--- config.mk ---
export PLATFORM = sky130hd
export DESIGN_NAME = timing_deserializer
export DESIGN_NICKNAME = d
export VERILOG_FILES = /design/src/rtl/timing_deserializer_pkg.sv /design/src/rtl/timing_deserializer_comma_detect.sv /design/src/rtl/timing_deserializer.sv
export SDC_FILE = /design/constraint.sdc
export NUM_CORES = 1
export LEC_CHECK = 0
export ABC_AREA = 1
export BUFFER_PORTS_ARGS = -buffer_cell sky130_fd_sc_hd__buf_2
export CAP_MARGIN = 20
export CORE_MARGIN = 3
export CORE_UTILIZATION = 30
export DETAILED_ROUTE_END_ITERATION = 8
export PLACE_DENSITY = 0.5
export SETUP_SLACK_MARGIN = 0.05
export SYNTH_ARGS = -nofsm -noshare
export SYNTH_HDL_FRONTEND = slang
export SYNTH_SLANG_ARGS = --single-unit
--- constraint.sdc ---
create_clock -name clk_ser -period 1.8 [get_ports clk_ser]
set_input_delay 0 -clock clk_ser [delete_from_list [all_inputs] [get_ports clk_ser]]
set_output_delay 0 -clock clk_ser [all_outputs]
set_load 0.01 [all_outputs]
--- src/rtl/timing_deserializer_pkg.sv ---
// ---------------------------------------------------------------------------
// timingPkg
//   Shared definitions for the timing link (serializer and deserializer):
//   word width, number of bit-pair cycles per word, the two K28.5 comma
//   encodings, the alignment FSM state type, and a comma-match helper.
// ---------------------------------------------------------------------------
package timingPkg;

  localparam int TIMING_WORD_W = 10;
  localparam int TIMING_PHASES = 5;

  localparam logic [TIMING_WORD_W-1:0] K28P5_RDN = 10'b0011111010;
  localparam logic [TIMING_WORD_W-1:0] K28P5_RDP = 10'b1100000101;

  typedef enum logic [1:0] {
    HUNT   = 2'd0,
    VERIFY = 2'd1,
    LOCKED = 2'd2
  } align_state_t;

  // True when the window holds K28.5 of either running disparity.
  function automatic logic is_k28p5(input logic [TIMING_WORD_W-1:0] w);
    return (w == K28P5_RDN) || (w == K28P5_RDP);
  endfunction

endpackage

--- src/rtl/timing_deserializer_comma_detect.sv ---
// ---------------------------------------------------------------------------
// timingCommaDetect
//   Purely combinational K28.5 detector for one 10-bit candidate window.
//   Ports:
//     i_window : candidate word, bit 9 is the earliest bit on the wire
//     hit      : window equals K28.5 (RD- or RD+)
// ---------------------------------------------------------------------------
module timingCommaDetect
  import timingPkg::*;
(
  input  logic [TIMING_WORD_W-1:0] i_window,
  output logic                     hit
);

  assign hit = is_k28p5(i_window);

endmodule

--- src/rtl/timing_deserializer.sv ---
// ---------------------------------------------------------------------------
// timing_deserializer
//   Rebuilds 10-bit timing words from the recovered bitstream delivered as
//   bit pairs, one pair per clk_ser cycle. Word alignment is found by K28.5
//   comma detection on two candidate windows (even / odd bit boundary) and
//   tracked by a HUNT -> VERIFY -> LOCKED state machine. While locked one
//   word is emitted every TIMING_PHASES cycles.
//
//   Parameters:
//     LOCK_COUNT   : consecutive aligned commas needed to lock (1..15)
//     UNLOCK_COUNT : mis-aligned commas while locked that force re-hunt (1..15)
//
//   Ports:
//     clk_ser     : bit-pair clock
//     reset       : synchronous, active-high
//     serInPair   : [1] earlier bit, [0] later bit
//     parOutWord  : recovered word, bit 9 first received; holds between strobes
//     parOutValid : one-cycle strobe qualifying parOutWord
//     locked      : alignment FSM is in LOCKED
//     isComma     : qualifies parOutValid; emitted word is K28.5
//     misalignCnt : saturating count of mis-aligned commas while locked,
//                   present only when TIMING_DESER_ERRCNT_EN is defined
//
//   Optional feature macro: TIMING_DESER_ERRCNT_EN
// ---------------------------------------------------------------------------
module timing_deserializer
  import timingPkg::*;
#(
  parameter int LOCK_COUNT   = 4,
  parameter int UNLOCK_COUNT = 4
)
(
  input  logic                     clk_ser,
  input  logic                     reset,
  input  logic [1:0]               serInPair,
  output logic [TIMING_WORD_W-1:0] parOutWord,
  output logic                     parOutValid,
  output logic                     locked,
  output logic                     isComma
`ifdef TIMING_DESER_ERRCNT_EN
  ,
  output logic [15:0]              misalignCnt
`endif
);

  localparam logic [3:0] LOCK_CNT   = 4'(LOCK_COUNT);
  localparam logic [3:0] UNLOCK_CNT = 4'(UNLOCK_COUNT);
  localparam logic [2:0] LAST_PHASE = 3'(TIMING_PHASES - 1);

  // -------------------------------------------------------------------------
  // Registers
  // -------------------------------------------------------------------------
  logic [11:0]              r_sr;
  align_state_t             r_state;
  logic                     r_sel;
  logic [2:0]               r_phase;
  logic [3:0]               r_good_cnt;
  logic [3:0]               r_bad_cnt;
  logic [TIMING_WORD_W-1:0] r_word;
  logic                     r_valid;
  logic                     r_locked;
  logic                     r_is_comma;

  // -------------------------------------------------------------------------
  // Next-state / combinational signals
  // -------------------------------------------------------------------------
  align_state_t             w_state_next;
  logic                     w_sel_next;
  logic [2:0]               w_phase_next;
  logic [3:0]               w_good_next;
  logic [3:0]               w_bad_next;
  logic                     w_emit;
  logic [TIMING_WORD_W-1:0] w_emit_word;
  logic                     w_emit_comma;

  logic [TIMING_WORD_W-1:0] w_win [2];
  logic [1:0]               w_hit;
  logic                     w_boundary;
  logic                     w_hit_sel;
  logic                     w_aligned;
  logic                     w_mis0;
  logic                     w_mis1;
  logic                     w_mis_any;
  logic                     w_mis_sel;
  logic                     w_hunt_sel;
  logic [3:0]               w_good_inc;
  logic [3:0]               w_bad_inc;
  logic                     w_unused_sr_msb;

  // Only bits [10:0] feed a window; the top bit is kept for a full 12-bit
  // history but never examined.
  assign w_unused_sr_msb = r_sr[11];

  // -------------------------------------------------------------------------
  // Bit-pair shift register: earlier bit enters first, so the newest bit
  // always sits at r_sr[0].
  // -------------------------------------------------------------------------
  always_ff @(posedge clk_ser) begin
    if (reset) begin
      r_sr <= '0;
    end else begin
      r_sr <= {r_sr[9:0], serInPair[1], serInPair[0]};
    end
  end

  // -------------------------------------------------------------------------
  // Candidate windows: gi=0 ends at the newest bit, gi=1 ends one bit
  // earlier (odd boundary).
  // -------------------------------------------------------------------------
  generate
    for (genvar gi = 0; gi < 2; gi++) begin : g_det
      assign w_win[gi] = r_sr[gi +: TIMING_WORD_W];
      timingCommaDetect u_comma_detect (
        .i_window (w_win[gi]),
        .hit      (w_hit[gi])
      );
    end
  endgenerate

  assign w_boundary = (r_phase == 3'd0);
  assign w_hit_sel  = w_hit[r_sel];
  assign w_aligned  = w_boundary && w_hit_sel;

  // A hit is mis-aligned unless it is in the selected window on a boundary.
  assign w_mis0     = w_hit[0] && !(w_boundary && (r_sel == 1'b0));
  assign w_mis1     = w_hit[1] && !(w_boundary && (r_sel == 1'b1));
  // A correctly aligned comma in the same cycle overrides any mis-aligned one.
  assign w_mis_any  = (w_mis0 || w_mis1) && !w_aligned;
  assign w_mis_sel  = w_mis0 ? 1'b0 : 1'b1;

  // Even window wins when both match at once.
  assign w_hunt_sel = w_hit[0] ? 1'b0 : 1'b1;

  assign w_good_inc = r_good_cnt + 4'd1;
  assign w_bad_inc  = r_bad_cnt + 4'd1;

  // -------------------------------------------------------------------------
  // Alignment FSM: next state, counters and word emission
  // -------------------------------------------------------------------------
  always_comb begin
    w_state_next = r_state;
    w_sel_next   = r_sel;
    w_phase_next = (r_phase == LAST_PHASE) ? 3'd0 : r_phase + 3'd1;
    w_good_next  = r_good_cnt;
    w_bad_next   = r_bad_cnt;
    w_emit       = 1'b0;
    w_emit_word  = w_win[r_sel];
    w_emit_comma = w_hit_sel;

    case (r_state)
      HUNT: begin
        if (w_hit[0] || w_hit[1]) begin
          // The comma cycle itself is boundary 0 of the new alignment.
          w_sel_next   = w_hunt_sel;
          w_phase_next = 3'd1;
          w_good_next  = 4'd1;
          if (LOCK_COUNT == 1) begin
            w_state_next = LOCKED;
            w_emit       = 1'b1;
            w_emit_word  = w_win[w_hunt_sel];
            w_emit_comma = 1'b1;
          end else begin
            w_state_next = VERIFY;
          end
        end
      end

      VERIFY: begin
        if (w_aligned) begin
          w_good_next = w_good_inc;
          if (w_good_inc >= LOCK_CNT) begin
            // The lock-declaring comma is emitted as the first word.
            w_state_next = LOCKED;
            w_emit       = 1'b1;
          end
        end else if (w_mis_any) begin
          w_sel_next   = w_mis_sel;
          w_phase_next = 3'd1;
          w_good_next  = 4'd1;
        end
      end

      LOCKED: begin
        w_emit = w_boundary;
        if (w_aligned) begin
          w_bad_next = 4'd0;
        end else if (w_mis_any) begin
          if (w_bad_inc >= UNLOCK_CNT) begin
            w_state_next = HUNT;
            w_bad_next   = 4'd0;
            w_good_next  = 4'd0;
          end else begin
            w_bad_next = w_bad_inc;
          end
        end
      end

      default: begin
        w_state_next = HUNT;
      end
    endcase
  end

  always_ff @(posedge clk_ser) begin
    if (reset) begin
      r_state    <= HUNT;
      r_sel      <= 1'b0;
      r_phase    <= 3'd0;
      r_good_cnt <= 4'd0;
      r_bad_cnt  <= 4'd0;
      r_word     <= '0;
      r_valid    <= 1'b0;
      r_locked   <= 1'b0;
      r_is_comma <= 1'b0;
    end else begin
      r_state    <= w_state_next;
      r_sel      <= w_sel_next;
      r_phase    <= w_phase_next;
      r_good_cnt <= w_good_next;
      r_bad_cnt  <= w_bad_next;
      r_valid    <= w_emit;
      r_locked   <= (w_state_next == LOCKED);
      r_is_comma <= w_emit && w_emit_comma;
      if (w_emit) begin
        r_word <= w_emit_word;
      end
    end
  end

  assign parOutWord  = r_word;
  assign parOutValid = r_valid;
  assign locked      = r_locked;
  assign isComma     = r_is_comma;

`ifdef TIMING_DESER_ERRCNT_EN
  // -------------------------------------------------------------------------
  // Saturating mis-aligned comma counter, cleared only by reset.
  // -------------------------------------------------------------------------
  logic [15:0] r_misalign_cnt;
  logic        w_mis_err;

  assign w_mis_err = (r_state == LOCKED) && w_mis_any;

  always_ff @(posedge clk_ser) begin
    if (reset) begin
      r_misalign_cnt <= 16'd0;
    end else if (w_mis_err && (r_misalign_cnt != 16'hFFFF)) begin
      r_misalign_cnt <= r_misalign_cnt + 16'd1;
    end
  end

  assign misalignCnt = r_misalign_cnt;
`endif

endmodule

==> results of run 1 <==
-- power breakdown --
group / internal [W] / switching (W)
combinational: 0.0000498 / 0.0000772
clock: 0.000309 / 0.000311
sequential: 0.000850 / 0.0000148
-- routing by layer --
layer / routed length [µm] / up-vias / GRT usage
met3: 248 / 6 / 0.0279
met5: 0 / - / 0
li1: - / 1144 / -
met2: 2500 / 47 / 0.196
met1: 2810 / 977 / 0.183
met4: 93 / 0 / 0.0490
-- flip-flops by register name, summed over array words and instances, names as in the netlist --
| register | flops |
|---|---|
| r_state | 2 |
| r_good_cnt | 4 |
| r_phase | 3 |
| parOutValid | 1 |
| r_bad_cnt | 4 |
| r_sel | 1 |
| parOutWord | 10 |
| isComma | 1 |
| r_sr | 11 |
| locked | 1 |
-- area by class of cell --
| class | count | area, µm² |
|---|---|---|
| tap | 96 | 120 |
| timing repair buffer | 44 | 338 |
| fill | 729 | 4080 |
| clock buffer | 7 | 86.3 |
| sequential | 38 | 778 |
| clock inverter | 1 | 5.00 |
| inverter | 43 | 191 |
| multi-input combinational | 247 | 1340 |
-- metrics by stage --
step	util	total power, W	setup TNS, ps
after global placement	0.347	0.000988	-531
final	0.412	0.00161	0
after CTS	0.363	0.00162	0
after detailed placement	0.347	0.000988	-378
after global routing	0.412	0.00170	-32.1
after floorplan	-	0.000952	0
-- placed cells by master (no fill, tap or decap), types with 2 or more instances in the layout --
cell type,count
inv_2,7
a21oi_1,10
clkinv_8,2
o21ai_1,2
xnor2_1,2
nor3_1,6
dlygate4sd3_1,2
nand2_1,76
dfxtp_4,3
nand3_2,4
inv_1,33
buf_4,23
nand4_1,6
buf_12,2
clkbuf_8,6
nor3b_2,2
nor2_1,54
ha_1,7
nand2_2,13
dfxtp_1,30
nor2_2,9
nor2_4,3
nand2_8,3
nand2_4,5
buf_2,16
dfxtp_2,5
o21ai_0,15
nand3_1,22
-- how the worst max path moves through the flow --
stage,depth (start not counted),end,slack (ps)
detailed placement,11,parOutWord[2],-50
global placement,11,parOutWord[8],-60
finish,14,r_state[0],100
global route,14,parOutWord[2],-20
CTS,13,parOutWord[6],50
floorplan,14,parOutWord[8],300
-- logic make-up (layout without fill, tap and decap cells) --
group,count (synthesis),count (layout),share of synthesized area
compound gates,29,29,0.0694
xor+xnor,3,3,0.0119
fa+ha+maj,8,8,0.0455
buf+inv,56,95,0.118
flops,38,38,0.346
simple gates,205,207,0.409
-- worst register-to-register path, stage by stage (launching register included) --
cell      delay, ps
dfxtp_4         350
buf_12          130
clkinv_8         50
nand2_2          40
nor2_2          130
nand3_2          70
nand2_2          90
nand2_2          60
nand2_4          90
buf_4           110
buf_4           100
nand4_1          70
nand2_1          90
nand2_1          50
nor3b_2         140
-- timing repair --
action	4_1_cts	5_1_grt
endpoints found under the hold margin	2	0
gates resized for setup	1	64
cloned	0	3
buffers inserted	0	13
pin swaps	0	23
hold buffers	2	0
endpoints found under the setup margin	16	23
==> results.yml, run 1 <==
global_routing:
  antenna_found_initial: 0
  first_global_vias: 1878
  track_usage: 0.131
  grt_max_degree: 25
  grt_overflow: 0
  grt_first_pass_wirelength_mm: 8.88
setup_path:
  rr_startpoint: "r_sr[8]"
  crit_top_cell: "nand2_2"
  crit_family: "simple AND/OR/NAND/NOR gates"
  cp.arrival_ps: 1880
  r2r_setup_slack_ps: 100
  crit_required_ps: 1980
  ff2ff_path_depth: 14
  worstPathCellList: "buf_12 > clkinv_8 > nand2_2 > nor2_2 > nand3_2 > nand2_2 > nand2_2 > nand2_4 > buf_4 > buf_4 > nand4_1 > nand2_1 > nand2_1 > nor3b_2"
  path_class: "reg -> reg"
  critPathBufInv: 4
  slowest_delay_ps: 350
  cp-end-kind: "register"
  cp-start-kind: "register"
  critPathMaxFanout: 5
  worstReg2RegEnd: "r_state[0]"
  crit_path_start: "r_sr[8]"
  cp_slowest_cell: "dfxtp_4"
die:
  rows: 30
  coreArea_um2: 6940
  die_w_um: 91.6
  initial_utilization: 0.317
  die_h_um: 91.6
  io-pin-count: 17
  die-area_um2: 8400
cts:
  cts_max_level: 2
  cts_buffers: 5
  clock-sinks: 38
  cts_buffer_depth: 2
  root_buffer: "clkbuf_8"
  clkLatencyLatePin_ps: 290
  cts_tree: "built"
  clk_transition_reported_paths_ps: 80
placed_design:
  place_inst: 450
  place_area_um2: 2410
  port_buffers: 16
  dp_hpwl_mm: 3.90
  post-place-ws_ps: -52.9
  gp_congestion: 0.916
synthesis:
  synth_cells: 339
  synth-seq-cells: 38
  synth_edf_count: 0
  synth_area_leaders: "dfxtp_1, nand2_1, nor2_1, inv_1, nand3_1"
  synth.most_common_cell: "nand2_1"
  yosys_most_used_dff: "dfxtp_1"
  syn-cell-area_um2: 2200
  yosysTopAreaCell: "dfxtp_1"
  synth_area_per_cell_um2: 6.49
  ys_seq_area_frac: 0.346
  yosysWarnings: 0
  synth.distinct_cells: 29
  yosys.area.top_type_share: 0.346
  synthTopCellsByCount: "nand2_1, nor2_1, dfxtp_1, inv_1, nand3_1"
  synth_nets: 351
  async_flop_share: 0
finish:
  area_delta_synth_final_pct: 30.1
  layout.cells.non_filler: 476
  insertedDiodeCount: 0
  num-nets-final: 391
  fin_area_um2: 2860
  drive_gt1_frac: 0.284
drt:
  first_pass_iters: 5
  vias: 2174
  drc_errors: 0
  drtAntennaViolNets: 0
  avgRoutedWirePerCell_um: 11.9
  drt_wl_total_mm: 5.66
  viasPerCell: 4.57
  drtIter0Drc: 145
power:
  p_leak_nw: 1.27
  peakVddDrop_v: 0.000231
  power_density_nw_per_um2: 564
timing:
  worstMarginPinSlew_ps: 551
  finalHoldViolations: 0
  period_share: 0.943
  rsz0062_at_grt: "true"
  finalSetupViolCount: 0
  slew_headroom: 0.633
  fin_ws_ps: 102
  fin_crit_ps: 1700
  fmax_ghz: 0.589
  clock_skew_ps: 8.40
  slew_viol_final: 0
  whs_ps: 182
run:
  maxCapViolCount: 0
hold_path:
  min_path_cells: 3
  hp-start: "reset"
  hold_path_class: "in -> reg"
  whs_endpoint: "r_sr[8]"
run_status:
  status: "finished, final reports clean"
Power figures use the tool's default switching activity.
==> run 2, diff against run 1 <==
CORE_UTILIZATION = 45   (was 30)
PLACE_DENSITY = 0.67   (was 0.5)
clock period = 2.1 ns   (was 1.8 ns; I/O delays follow)
==> results.yml, run 2 (synthesis results as in run 1) <==
timing:
  fmax_ghz: 0.541
  fin_crit_ps: 1850
  period_share: 0.880
  worstMarginPinSlew_ps: 380
  rsz0062_at_grt: "false"
  finalHoldViolations: 0
  slew_headroom: 0.746
  finalSetupViolCount: 0
  slew_viol_final: 0
  fin_ws_ps: 253
  setup_tns_ps: 0
  clock_skew_ps: 4.44
global_routing:
  track_usage: 0.174
  grt_first_pass_wirelength_mm: 8.34
  grt_max_degree: 25
  antenna_found_initial: 0
  grt_overflow: 0
  first_global_vias: 1810
power:
  power_density_nw_per_um2: 592
  peakVddDrop_v: 0.000338
  p_leak_nw: 1.14
cts:
  clock-sinks: 38
  clkLatencyLatePin_ps: 290
  clk_transition_reported_paths_ps: 70
  cts_setup_buffers: 0
  cts_buffers: 5
  cts_tree: "built"
  cts_max_level: 2
  root_buffer: "clkbuf_8"
  cts_buffer_depth: 2
drt:
  drtIter0Drc: 161
  wl_met3_um: 220
  viasPerCell: 4.82
  vias: 2018
  avgRoutedWirePerCell_um: 11.1
  dr.max_layer_used: "met4"
  route.layer.met1.wl_mm: 2.51
  drtAntennaViolNets: 0
  drc_errors: 0
  dr_wl_met2_mm: 1.85
  first_pass_iters: 4
  drt_wl_total_mm: 4.66
finish:
  drive_gt1_frac: 0.124
  area_delta_synth_final_pct: 10.0
  num-nets-final: 365
  final_cell_mix: "nand2_1, nor2_1, inv_1"
  max_flop_register: "r_sr"
  final_common_cell: "nand2_1"
  largest_reg_flops: 11
  insertedDiodeCount: 0
die:
  initial_utilization: 0.485
  io-pin-count: 17
  die-area_um2: 5760
  die_h_um: 75.9
  coreArea_um2: 4530
  rows: 24
  die_w_um: 75.9
setup_path:
  worstReg2RegEnd: "parOutWord[2]"
  rr_startpoint: "r_sr[9]"
  cp.arrival_ps: 2030
  critPathMaxFanout: 22
  crit_required_ps: 2290
  cp-end-kind: "register"
  path_class: "reg -> reg"
  cp-start-kind: "register"
  r2r_setup_slack_ps: 250
  ff2ff_path_depth: 11
hold_path:
  hp-start: "reset"
  min_path_cells: 4
  hold_path_class: "in -> reg"
  whs_endpoint: "parOutWord[9]"
run:
  maxCapViolCount: 0
placed_design:
  dp_hpwl_mm: 3.45
  port_buffers: 16
  post-place-ws_ps: 261
  gp_congestion: 0.979
run_status:
  status: "finished, final reports clean"
-- run 2: cell types whose count changed in the layout (fill, tap and decap cells not counted), sizes merged --
cell / before / now
clkinv: 3 / 4
nand2: 97 / 95
buf: 41 / 18
clkbuf: 8 / 5
bufinv: 0 / 1
-- run 2: how the worst max path moves through the flow --
| stage | from | endpoint | cells past startpoint |
|---|---|---|---|
| 6_report | r_sr[9] | parOutWord[2] | 11 |
| 3_3_place_gp | r_sr[8] | parOutWord[2] | 11 |
| 3_5_place_dp | r_sr[8] | parOutWord[2] | 11 |
| 4_1_cts | r_sr[8] | parOutWord[2] | 11 |
| 5_1_grt | r_sr[9] | parOutWord[7] | 12 |
| 2_1_floorplan | r_sr[9] | parOutWord[8] | 14 |
-- run 2: layout make-up --
cell class	count	area, µm²
clock buffer	5	68.8
clock inverter	3	40.0
fill	477	2110
inverter	43	169
multi-input combinational	245	1180
sequential	38	762
tap	65	81.3
timing repair buffer	20	115
-- run 2: worst max-delay path: stages, from the launching register on --
cell and delay, ps:
dfxtp_1 540, nand2_1 120, nor2_2 150, nand3_1 100
nand2_2 100, nand2_2 70, nand2_4 100, nand4_4 90
nand2_2 110, nand2_4 150, nor2_1 160, nor2_1 60
-- run 2: metal layers --
layer / up-vias / global-route usage
li1: 1083 / -
met1: 884 / 0.262
met2: 43 / 0.243
met3: 8 / 0.0403
met4: 0 / 0.0562
met5: - / 0
-- run 2: power breakdown --
group | switching, W | internal (W)
combinational | 0.0000548 | 0.0000250
clock | 0.000259 | 0.000350
sequential | 0.0000126 | 0.000732
total | 0.000326 | 0.00111
-- run 2: timing repair --
action,in CTS,in global routing
hold endpoints to repair,2,0
hold buffers,2,0
endpoints found under the setup margin,0,11
resized for setup,0,2
-- run 2: metrics by stage --
stage / utilization / instance area [µm²] / hold WS, ps / power, W / cells
after floorplan: - / 2200 / 107 / 0.000816 / 339
after global placement: 0.504 / 2280 / 203 / 0.000835 / 409
after CTS: 0.532 / 2410 / 178 / 0.00145 / 419
after global routing: 0.534 / 2420 / 200 / 0.00151 / 419
after detailed placement: 0.504 / 2280 / 208 / 0.000835 / 409
final: 0.534 / 2420 / 187 / 0.00143 / 419
